$ cat src/rtl/ct_l2c_sram_4096x84_ctrl.sv
// Init sweep plus write/read arbiter for one single-port L2C array.
// Latency: SRAM pins register the grant one cycle later; read data returns two cycles after rd grant.
// Backpressure: wr_rdy/rd_rdy go high only for the cycle's winner; both stay low until the sweep completes.
module ct_l2c_sram_4096x84_ctrl #(
    parameter int                    ADDR_WIDTH   = 12,
    parameter int                    DATA_WIDTH   = 84,
    parameter int                    STARVE_LIMIT = 3,
    parameter logic [DATA_WIDTH-1:0] INIT_VALUE   = 84'h0
) (
    input  logic                  forever_cpuclk,
    input  logic                  cpurst_b,
    input  logic                  wr_vld,
    input  logic [ADDR_WIDTH-1:0] wr_addr,
    input  logic [DATA_WIDTH-1:0] wr_data,
    input  logic [DATA_WIDTH-1:0] wr_bwe,
    output logic                  wr_rdy,
    input  logic                  rd_vld,
    input  logic [ADDR_WIDTH-1:0] rd_addr,
    output logic                  rd_rdy,
    output logic                  rd_data_vld,
    output logic [DATA_WIDTH-1:0] rd_data,
    output logic                  init_done,
    output logic [ADDR_WIDTH-1:0] sram_a,
    output logic                  sram_cen,
    output logic                  sram_gwen,
    output logic [DATA_WIDTH-1:0] sram_wen,
    output logic [DATA_WIDTH-1:0] sram_d,
    input  logic [DATA_WIDTH-1:0] sram_q
);

    localparam logic [0:0] ST_INIT = 1'b0;
    localparam logic [0:0] ST_RUN  = 1'b1;
    localparam logic [1:0] STARVE_MAX = 2'(STARVE_LIMIT);
    localparam logic [ADDR_WIDTH:0] CNT_ONE = {{ADDR_WIDTH{1'b0}}, 1'b1};

    logic [0:0]          state;
    logic [ADDR_WIDTH:0] init_cnt;
    logic [1:0]          starve_cnt;
    logic                rd_p1;
    logic                rd_p2;
    logic                run;
    logic                sweep_act;
    logic                starve_hit;
    logic                wr_gnt;
    logic                rd_gnt;

    assign run        = (state == ST_RUN);
    // The extra counter bit marks "all entries written"; that cycle is the gap before RUN.
    assign sweep_act  = !run && !init_cnt[ADDR_WIDTH];
    assign starve_hit = rd_vld && (starve_cnt == STARVE_MAX);
    assign wr_gnt     = run && wr_vld && !starve_hit;
    assign rd_gnt     = run && rd_vld && !wr_gnt;

    assign wr_rdy      = wr_gnt;
    assign rd_rdy      = rd_gnt;
    assign init_done   = run;
    assign rd_data_vld = rd_p2;
    assign rd_data     = sram_q;

    always_ff @(posedge forever_cpuclk or negedge cpurst_b) begin
        if (!cpurst_b) begin
            state    <= ST_INIT;
            init_cnt <= '0;
        end else if (!run) begin
            if (sweep_act) begin
                init_cnt <= init_cnt + CNT_ONE;
            end else begin
                state <= ST_RUN;
            end
        end
    end

    // Counts writes that overtook a waiting read; any read grant or idle read side clears it.
    always_ff @(posedge forever_cpuclk or negedge cpurst_b) begin
        if (!cpurst_b) begin
            starve_cnt <= 2'd0;
        end else if (!rd_vld || rd_gnt) begin
            starve_cnt <= 2'd0;
        end else if (wr_gnt && (starve_cnt != STARVE_MAX)) begin
            starve_cnt <= starve_cnt + 2'd1;
        end
    end

    always_ff @(posedge forever_cpuclk or negedge cpurst_b) begin
        if (!cpurst_b) begin
            sram_cen  <= 1'b1;
            sram_gwen <= 1'b1;
            sram_wen  <= '1;
            sram_a    <= '0;
            sram_d    <= '0;
        end else if (sweep_act) begin
            sram_cen  <= 1'b0;
            sram_gwen <= 1'b0;
            sram_wen  <= '0;
            sram_a    <= init_cnt[ADDR_WIDTH-1:0];
            sram_d    <= INIT_VALUE;
        end else if (wr_gnt) begin
            sram_cen  <= 1'b0;
            sram_gwen <= 1'b0;
            sram_wen  <= ~wr_bwe;
            sram_a    <= wr_addr;
            sram_d    <= wr_data;
        end else if (rd_gnt) begin
            sram_cen  <= 1'b0;
            sram_gwen <= 1'b1;
            sram_wen  <= '1;
            sram_a    <= rd_addr;
        end else begin
            sram_cen  <= 1'b1;
            sram_gwen <= 1'b1;
            sram_wen  <= '1;
        end
    end

    always_ff @(posedge forever_cpuclk or negedge cpurst_b) begin
        if (!cpurst_b) begin
            rd_p1 <= 1'b0;
            rd_p2 <= 1'b0;
        end else begin
            rd_p1 <= rd_gnt;
            rd_p2 <= rd_p1;
        end
    end

endmodule

$ cat config.mk
export PLATFORM = sky130hd
export DESIGN_NAME = ct_l2c_sram_4096x84_ctrl
export DESIGN_NICKNAME = d
export VERILOG_FILES = /design/src/rtl/ct_l2c_sram_4096x84_ctrl.sv
export SDC_FILE = /design/constraint.sdc
export NUM_CORES = 1
export LEC_CHECK = 0
export ABC_AREA = 1
export BUFFER_PORTS_ARGS = -buffer_cell sky130_fd_sc_hd__buf_2
export CAP_MARGIN = 20
export CORE_AREA = 2 2 213 215
export DETAILED_ROUTE_END_ITERATION = 7
export DIE_AREA = 0 0 215 217
export GPL_ROUTABILITY_DRIVEN = 0
export MAX_ROUTING_LAYER = met4
export SYNTH_ARGS = -nofsm -noshare
export SYNTH_HDL_FRONTEND = slang
export SYNTH_SLANG_ARGS = --single-unit
$ cat constraint.sdc
create_clock -name forever_cpuclk -period 1.8 [get_ports forever_cpuclk]
set_clock_uncertainty 0.2 [all_clocks]
set_input_delay 0.09 -clock forever_cpuclk [delete_from_list [all_inputs] [get_ports forever_cpuclk]]
set_output_delay 0.09 -clock forever_cpuclk [all_outputs]
set_load 0.005 [all_outputs]
[Word level (Yosys, flattened, before mapping)]
Index checks and enable logic that the tools add are counted.
Operators by class
  bitwise gates (word level): 2
  shift operators: 0
  divide/modulo/power cells: 0
  muxes and demuxes: 16
  eq/ne operators: 2
  add/sub/neg operators: 2
  $lt $le $gt $ge: 0
  multipliers: 0
  reductions and logical operators: 17
Operators by type and width (count)
  84-bit 2-to-1 mux: 4
  84-bit inverter: 1
  12-bit 2-to-1 mux: 3
  13-bit by 1-bit adder with 13-bit output, second input constant: 1
  1-bit logical AND: 7
  1-bit 2-to-1 mux: 7
  1-bit logical NOT: 5
  2-bit 2-to-1 mux: 2
  2-bit nonzero test: 2
  3-bit nonzero test: 1
  2-bit by 1-bit adder with 2-bit output, second input constant: 1
  2-bit equality test, second input constant: 1
  2-bit != test, second input constant: 1
  2-bit AND reduction: 1
  1-bit logical OR: 1
  1-bit inverter: 1
Storage, ports and cells
  output and inout bits: 270
  bits in read-only memories: 0
  bits in latches: 0
  bits in registers: 200
  bits of input ports: 280
  memories kept: 0
  RAM bits: 0
  word-level logic and storage cells: 49

[Longest topological paths before layout]
Gate-level depths: netlist (run 1).
  word-level depth: 9
  mapped depth: 9

[Worst setup path before layout (run 1)]
Ideal clock, no wire load.
  path type: register -> register
  start point: register starve_cnt[0]
  end point: register sram_d[24]
  clock period less this slack: 1.549 ns
  cell stages (with the launch flop): 10
  setup slack: 0.251 ns
  data arrival time: 1.232 ns
  data required time: 1.484 ns
  setup time: 0.116 ns
  cell sequence: dfrtp_1 > ha_1 > nand2_2 > nand2_2 > nand2_4 > inv_4 > buf_6 > buf_8 > nand2_2 > nand2_1
On the way
  word-level cells in the longest chain between the ends: 5
Ends and longest elaborated chain
  start, declared: line 38  | logic [1:0] starve_cnt;
  start signal, assigned: line 80  | starve_cnt <= starve_cnt + 2'd1;
  2-bit equality test: line 50  | assign starve_hit = rd_vld && (starve_cnt == STARVE_MAX);
  1-bit logical AND: line 50
  1-bit logical NOT: line 51  | assign wr_gnt = run && wr_vld && !starve_hit;
  1-bit logical AND: line 51
  2-bit nonzero test (no line)
  end signal, assigned: line 102  | sram_d <= wr_data;
  end, declared: line 27  | output logic [DATA_WIDTH-1:0] sram_d,
Every way passes these cells.
A chain may end at the register's enable or synchronous reset.

[Worst setup path in the final report (run 1)]
  start point: register starve_cnt[1]
  end point: output wr_rdy
On the way
  word-level cells in the longest chain between the ends: 4
Ends and longest elaborated chain
  2-bit equality test: line 50
  1-bit logical AND: line 50
  1-bit logical NOT: line 51
  1-bit logical AND: line 51
  end, declared: line 16  | output logic wr_rdy,
Every way passes these cells.

==> results of run 1 <==
placed cells by master (no fill, tap or decap), drive strengths merged:
cell         Yosys  layout
bufinv           0       1
buf            111     435
diode            0       1
clkinvlp         0       2
dfrtp          114     114
dfstp           86      86
xor2             4       4
nand3           25      25
inv             22      26
nand2          329     329
o21ai           85      85
clkbuf          15      25
ha               2       2
xnor2            2       2
nand4            4       4
o31ai            1       1
bufbuf           0       1
clkinv           0       5
nor2            38      38
dlygate4sd3      0     282
o21bai           1       1
nor3             2       2
layout make-up:
type / instances / area (µm²) / area share [%]
clock buffer: 20 / 457 / 3.23
inverter: 22 / 103 / 0.725
antenna: 1 / 2.50 / 0.0177
timing repair buffer: 723 / 5450 / 38.5
multi-input combinational: 493 / 2150 / 15.2
sequential: 200 / 5110 / 36.1
clock inverter: 12 / 116 / 0.823
tap: 600 / 751 / 5.31
flip-flops by register name, summed over array words and instances, names as in the netlist:
register     flops
sram_gwen        1
init_cnt        13
rd_data_vld      1
init_done        1
sram_wen        84
starve_cnt       2
sram_cen         1
sram_d          84
rd_p1            1
sram_a          12
power breakdown:
part | total (µW) | switching [µW] | internal [µW]
registers | 4500 | 0 | 4500
clock network | 3840 | 1850 | 2000
logic | 888 | 308 | 580
total | 9230 | 2150 | 7080
Yosys cell counts (all sizes together):
| cell type | n | area, µm² |
|---|---|---|
| buf | 111 | 830 |
| nor2 | 38 | 148 |
| o31ai | 1 | 7.51 |
| dfstp | 86 | 2260 |
| nor3 | 2 | 10.0 |
| o21ai | 85 | 425 |
| xor2 | 4 | 35.0 |
| inv | 22 | 85.1 |
| o21bai | 1 | 7.51 |
| ha | 2 | 25.0 |
| dfrtp | 114 | 2850 |
| clkbuf | 15 | 56.3 |
| xnor2 | 2 | 17.5 |
| nand4 | 4 | 25.0 |
| nand3 | 25 | 130 |
| nand2 | 329 | 1270 |
routing by layer:
layer,vias up,wire (µm),GRT usage [%]
li1,3776,-,-
met3,78,1900,3.19
met5,-,0,-
met4,0,1190,7.36
met1,3966,12300,14.2
met2,447,16700,23.9
critical path, stage by stage (launching register included):
cell and delay, ps:
dfrtp_1 380, ha_2 180, nand2_2 80, nand2_4 70, inv_6 80, buf_12 100, buf_6 90
through the flow:
step	hold WS (ps)	TNS [ps]	cells	area [µm²]
finish	40.0	0	2071	14100
CTS	-21.1	-51.3	2062	14000
global placement	-70.9	0	1739	10400
global route	53.7	-384	2071	14100
detailed placement	-64.3	0	1739	10400
floorplan	-406	0	841	8190
how the worst max path moves through the flow:
stage                                         start                      to  slack (ps)
after floorplan           starve_cnt[0]$_DFFE_PN0P_  sram_d[24]$_DFFE_PN0N_         250
after CTS                 starve_cnt[0]$_DFFE_PN0P_                  rd_rdy         -30
after detailed placement  starve_cnt[0]$_DFFE_PN0P_  sram_d[28]$_DFFE_PN0N_          60
final                     starve_cnt[1]$_DFFE_PN0P_                  wr_rdy          40
after global placement    starve_cnt[0]$_DFFE_PN0P_   sram_d[1]$_DFFE_PN0N_         120
after global routing      starve_cnt[0]$_DFFE_PN0P_                  rd_rdy         -50
cell families after synthesis:
group | Yosys count | synth area share, %
compound gates | 87 | 5.38
xor+xnor | 6 | 0.642
fa+ha+maj | 2 | 0.306
buf+inv | 148 | 11.9
flops | 200 | 62.4
simple gates | 398 | 19.4
what timing repair did:
item,4_1_cts,5_1_grt
hold endpoints to repair,446,0
gates resized for setup,9,19
buffers inserted,7,4
endpoints found under the setup margin,2,97
hold buffers,282,0
gates cloned,2,4
pin swaps,3,1
==> out/qor.yml, run 1 <==
first_pass_iters: 5
ys_warn_count: 0
track_usage_pct: 13.6
cts_root_buf: "clkbuf_16"
path_class: "flip-flop to primary output"
worst_pin_slew_ps: 575
setup_viol: 0
synth.distinct_cells: 25
postRouteAntennaNets: 0
setup_ws_ps: 37.1
vias_per_cell: 3.99
power_density_mw_per_mm2: 653
drv_slew: 0
clk-insertion-delay-late_ps: 500
wl_per_cell_um: 15.5
vias: 8267
clkSinkCount: 200
r2r-end: "rd_p1$_DFF_PN0_"
hold_path_class: "input pin to flip-flop"
critPathCaptureType: "primary output"
r2r_setup_slack_ps: 40
clk_pin_slew_worst_paths_ps: 70
outcome: "finished, final reports clean"
drtIter0Drc: 585
nFillCells: 4568
num_rows: 78
postSynthCellCount: 841
hold_path_end: "starve_cnt[0]$_DFFE_PN0P_"
hold_depth: 5
yosysSeqAreaShare_pct: 62.4
wl_um: 32200
drive_gt1_share_pct: 39.7
pre_cts_ws_ps: 60.3
rsz0062_at_grt: "yes"
cts_max_level: 4
synth_seq_cells: 200
io_buffer_count: 381
fin_crit_ps: 1760
synthToLayoutAreaGrowth_pct: 72.7
place_hpwl_um: 20200
finish.utilization_pct: 31.6
drv_cap: 0
post-route-period-util_pct: 97.9
die_x_um: 215
nets: 1739
die_y_um: 217
start_util_pct: 18.3
cp.required_ps: 1510
cts_tree: "done"
grt-ovfl-total: 0
reg2reg_from: "starve_cnt[1]$_DFFE_PN0P_"
grt_pass1_vias: 8475
crit_path_max_fanout: 4
reg2reg_depth: 6
cts_max_path_buffers: 2
synth_area_mm2: 0.00819
ios: 550
grt_pass1_wl_um: 46800
drc: 0
cts_made_buffers: 17
die_area_mm2: 0.0467
min_from: "rd_vld"
synth_nets: 1123
ir_drop_mv: 0.552
p_leak_uw: 0.00743
core_mm2: 0.0447
start_kind: "flip-flop"
grt_max_degree: 70
fmax_ghz: 0.567
hold_viol: 0
syn_area_per_cell_um2: 9.74
cp.arrival_ps: 1470
power.total_uw: 9230
antenna_found_initial: 2
max-slew-margin-rel_pct: 61.7
No activity file was read; power rests on OpenSTA's default activity.
==> run 2, diff against run 1 <==
CORE_AREA = 4 4 209 211   (was 2 2 213 215)
DIE_AREA = 0 0 213 215   (was 0 0 215 217)
==> out/qor.yml, run 2 (synthesis results as in run 1) <==
drc: 0
outcome: "complete, but fails checks"
grt_use_met3_pct: 3.73
cts_root_buf: "clkbuf_16"
cts_tree: "done"
fmax_ghz: 0.542
synthToLayoutAreaGrowth_pct: 70.6
io_buffer_count: 381
grtUsageMet2_pct: 24.8
critPathBufInv: 4
start_util_pct: 19.6
hold_path_class: "input pin to flip-flop"
critPathMostFrequentCell: "nand2_4"
hold_viol: 0
grt_max_degree: 85
track_usage_pct: 14.4
worst_pin_slew_ps: 498
setup_ws_ps: -44.9
grt-busiest-layer: "met2"
cp_cell_sequence: "ha_2 > nand2_4 > nand2_4 > inv_4 > buf_12 > buf_8 > buf_6"
slowest_stage: "dfrtp_1"
cp.required_ps: 1510
drive_gt1_share_pct: 39.2
nFillCells: 4105
max-slew-margin-rel_pct: 66.8
grt_pass1_wl_um: 48700
clkSinkCount: 200
antenna_found_initial: 1
setup_viol: 2
grt-ovfl-total: 0
ios: 550
num_rows: 75
core_mm2: 0.0418
grt_use_met1_pct: 15.1
layout_commonest_cell: "buf_2"
stdcell_area_mm2: 0.0140
drtIter0Drc: 445
critPathCaptureType: "primary output"
ir_drop_mv: 0.597
die_area_mm2: 0.0458
post-route-period-util_pct: 102
cpPeakStageDelay_ps: 360
cp.arrival_ps: 1550
rsz0062_at_grt: "yes"
die_y_um: 215
drv_cap: 0
critPathTopFamily: "buffers and inverters"
finish.utilization_pct: 33.4
final_cell_mix: "buf_2 (379), nand2_1 (314), dlygate4sd3_1 (280)"
place_hpwl_um: 21300
whs_ps: 29.0
drv_slew: 0
fin_crit_ps: 1840
start_kind: "flip-flop"
violations: "negative setup slack"
crit_path_max_fanout: 4
wl_per_cell_um: 16.7
p_leak_uw: 0.00737
path_class: "flip-flop to primary output"
power_density_mw_per_mm2: 679
vias: 8170
die_x_um: 213
clk-insertion-delay-late_ps: 470
top_regs: "sram_d: 84 flops, sram_wen: 84 flops, init_cnt: 13 flops"
place_area_mm2: 0.0103
first_pass_iters: 5
grt_pass1_vias: 8788
cts_max_level: 4
vias_per_cell: 4.10
power.total_uw: 9480
nets: 1724
postRouteAntennaNets: 0
clk_pin_slew_worst_paths_ps: 70
cts_made_buffers: 17
wl_um: 33300
cts_max_path_buffers: 2
==> run 2: metal layers <==
layer  vias to the layer above  part of all wire, %
met5                         -                    0
met4                         0                  3.4
met3                        66                  6.5
met2                       415                   52
met1                      3942                   38
li1                       3747                    -
==> run 2: cell type report <==
type	instances	area, µm²	share of cell area, %
repair buffers	708	5300	38.0
flip-flops and latches	200	5110	36.6
multi-input cells	493	2150	15.4
well taps	539	674	4.83
clock buffers	25	528	3.78
clock inverters	7	101	0.726
inverters	22	92.6	0.663
diodes	1	2.50	0.0179
==> run 2: final timing paths <==
kind	slack [ps]	cells after the start	end	startpoint
worst max-delay path	-40	7	wr_rdy	starve_cnt[1]$_DFFE_PN0P_
worst min-delay path	30	7	sram_a[6]$_DFFE_PN0P_	rd_vld
worst max register to register	70	9	sram_d[21]$_DFFE_PN0N_	starve_cnt[1]$_DFFE_PN0P_
worst min register to register	270	2	sram_d[63]$_DFFE_PN0N_	sram_d[63]$_DFFE_PN0N_
max in group asynchronous	210	4	sram_d[27]$_DFFE_PN0N_	cpurst_b
min in group asynchronous	490	3	sram_d[73]$_DFFE_PN0N_	cpurst_b
==> run 2: repair_timing <==
action	CTS	global route
endpoints found under the setup margin	2	115
hold endpoints to repair	448	12
gates cloned	1	4
pin swaps	3	0
setup buffers	9	0
hold buffers	280	1
resized for setup	8	14
==> run 2: worst reg2reg max path, cell delays in order (launching register included) <==
cell     delay (ps)
dfrtp_1         390
ha_2            210
nand2_4          70
nand2_4          50
inv_4            60
buf_12          120
buf_4           220
buf_4           210
nand2_1          80
nand2_1          70
==> run 2: stage by stage <==
step	setup WS (ps)	std cells	setup TNS, ps
5_1_grt	-154	1995	-525
6_report	-44.9	1995	-63.6
4_1_cts	-102	1992	-935
3_3_place_gp	91.2	1670	0
3_5_place_dp	68.8	1670	0
2_1_floorplan	251	841	0
==> run 2: where the power goes <==
part,internal (µW),total [µW],switching (µW)
sequential,4500,4500,0
clock,2340,4090,1750
combinational,574,884,310
==> run 3, diff against run 2 <==
clock period = 1.7 ns   (was 1.8 ns; I/O delays follow)
==> out/qor.yml, run 3 (synthesis results as in run 1) <==
outcome: "complete, but fails checks"
violations: "negative setup slack"
die_x_um: 213
num_rows: 75
final_cell_mix: "buf_2 (379), nand2_1 (311), dlygate4sd3_1 (280)"
layout_commonest_cell: "buf_2"
grt_pass1_wl_um: 49000
nets: 1743
nFillCells: 4006
cp_cell_sequence: "ha_2 > nand2_2 > nand2_4 > buf_4 > buf_8 > nand2_8 > buf_12 > clkbuf_16 > o21ai_2"
crit_path_max_fanout: 8
grt-ovfl-total: 0
postRouteAntennaNets: 0
ir_drop_mv: 0.646
clkSinkCount: 200
critPathBufInv: 4
cts_max_path_buffers: 2
cts_max_level: 4
drv_cap: 0
start_kind: "flip-flop"
vias_per_cell: 4.17
post-route-period-util_pct: 110
path_class: "flip-flop to flip-flop"
cts_root_buf: "clkbuf_16"
grt_max_degree: 85
drc: 0
cts_tree: "done"
drtIter0Drc: 503
cts_made_buffers: 17
p_leak_uw: 0.00776
setup_ws_ps: -167
final_cells: 2015
stdcell_area_mm2: 0.0148
slowest_stage: "dfrtp_1"
ios: 550
antenna_found_initial: 2
wl_per_cell_um: 18.1
start_util_pct: 19.6
finish.utilization_pct: 35.5
hold_viol: 0
vias: 8404
drive_gt1_share_pct: 46.0
critPathCaptureType: "flip-flop"
critPathTopFamily: "buffers and inverters"
clk_pin_slew_worst_paths_ps: 70
setup_viol: 180
cp.arrival_ps: 2050
hold_path_class: "input pin to flip-flop"
dp_cells: 1668
clk-insertion-delay-late_ps: 480
cp.required_ps: 1890
die_area_mm2: 0.0458
fmax_ghz: 0.536
grt_pass1_vias: 8842
core_mm2: 0.0418
r2r_setup_slack_ps: -170
place_area_mm2: 0.0103
power_density_mw_per_mm2: 675
cpPeakStageDelay_ps: 410
wl_um: 36500
io_buffer_count: 381
place_hpwl_um: 21300
first_pass_iters: 5
track_usage_pct: 14.5
drv_slew: 0
fin_crit_ps: 1870
top_regs: "sram_d: 84 flops, sram_wen: 84 flops, init_cnt: 13 flops"
die_y_um: 215
max-slew-margin-rel_pct: 52.8
synthToLayoutAreaGrowth_pct: 80.8
rsz0062_at_grt: "yes"
worst_pin_slew_ps: 708
finalSetupTns_ps: -17960
==> run 3: changes by cell type in the layout (fill, tap and decap cells not counted), moves of 4 or more <==
| cell | change |
|---|---|
| o21ai_2 | +74 |
| o21ai_4 | +8 |
| clkbuf_16 | +7 |
| buf_12 | +6 |
| nor2_2 | +4 |
| buf_16 | +4 |
| o21ai_0 | -83 |
==> run 3: metrics by stage <==
stage          total power [µW]  setup slack, ps  hold slack [ps]
5_1_grt                   10400             -241             47.4
2_1_floorplan              5020              151             -411
3_5_place_dp               5230            -5.06             -136
4_1_cts                   10100             -192             5.35
3_3_place_gp               5230             49.8             -130
6_report                  10000             -167             53.7
==> run 3: final cells by class <==
| class | instances | area, µm² | share of cell area (%) |
|---|---|---|---|
| Tap cell | 539 | 674 | 4.56 |
| Sequential cell | 200 | 5110 | 34.5 |
| Multi-Input combinational cell | 493 | 2530 | 17.1 |
| Clock inverter | 14 | 168 | 1.13 |
| Antenna cell | 2 | 5.00 | 0.0338 |
| Inverter | 22 | 101 | 0.685 |
| Clock buffer | 18 | 439 | 2.97 |
| Timing Repair Buffer | 727 | 5780 | 39.0 |
==> run 3: power by group <==
part           internal, µW  switching (µW)  total, µW
clock network          2250            2010       4260
registers              4770               0       4770
logic                   612             363        976
total                  7620            2370      10000
==> run 3: worst reg2reg max path, delay by kind of cell (launching register included) <==
kind	cells	cell delay, ps
AOI/OAI and AO/OA	1	80
buffers and inverters	4	640
DFF	1	410
adders and majority gates	1	180
and+or+nand+nor	3	260
==> run 3: repair_timing <==
item	4_1_cts	5_1_grt
pin swaps	4	8
setup buffers	7	5
gates resized for setup	21	203
hold buffers	280	0
gates cloned	4	19
setup endpoints to repair	74	179
hold endpoints to repair	467	0
==> run 3: path summary, 6_finish.rpt <==
path / start / to / depth (start not counted)
setup / recovery: starve_cnt[0]$_DFFE_PN0P_ / sram_wen[17]$_DFF_PN1_ / 9
hold / removal: rd_vld / rd_p1$_DFF_PN0_ / 7
setup reg to reg: starve_cnt[0]$_DFFE_PN0P_ / sram_wen[17]$_DFF_PN1_ / 9
hold reg to reg: rd_p1$_DFF_PN0_ / rd_data_vld$_DFF_PN0_ / 0
max in group asynchronous: cpurst_b / sram_wen[6]$_DFF_PN1_ / 4
min in group asynchronous: cpurst_b / sram_d[73]$_DFFE_PN0N_ / 3
==> run 3: layer usage <==
layer  wire [µm]  up-vias  track usage (%)
met2       18600      441             24.8
met1       14100     4090             15.2
met5           0        -                -
met3        2080       89             3.47
li1            -     3784                -
met4        1740        0             8.29
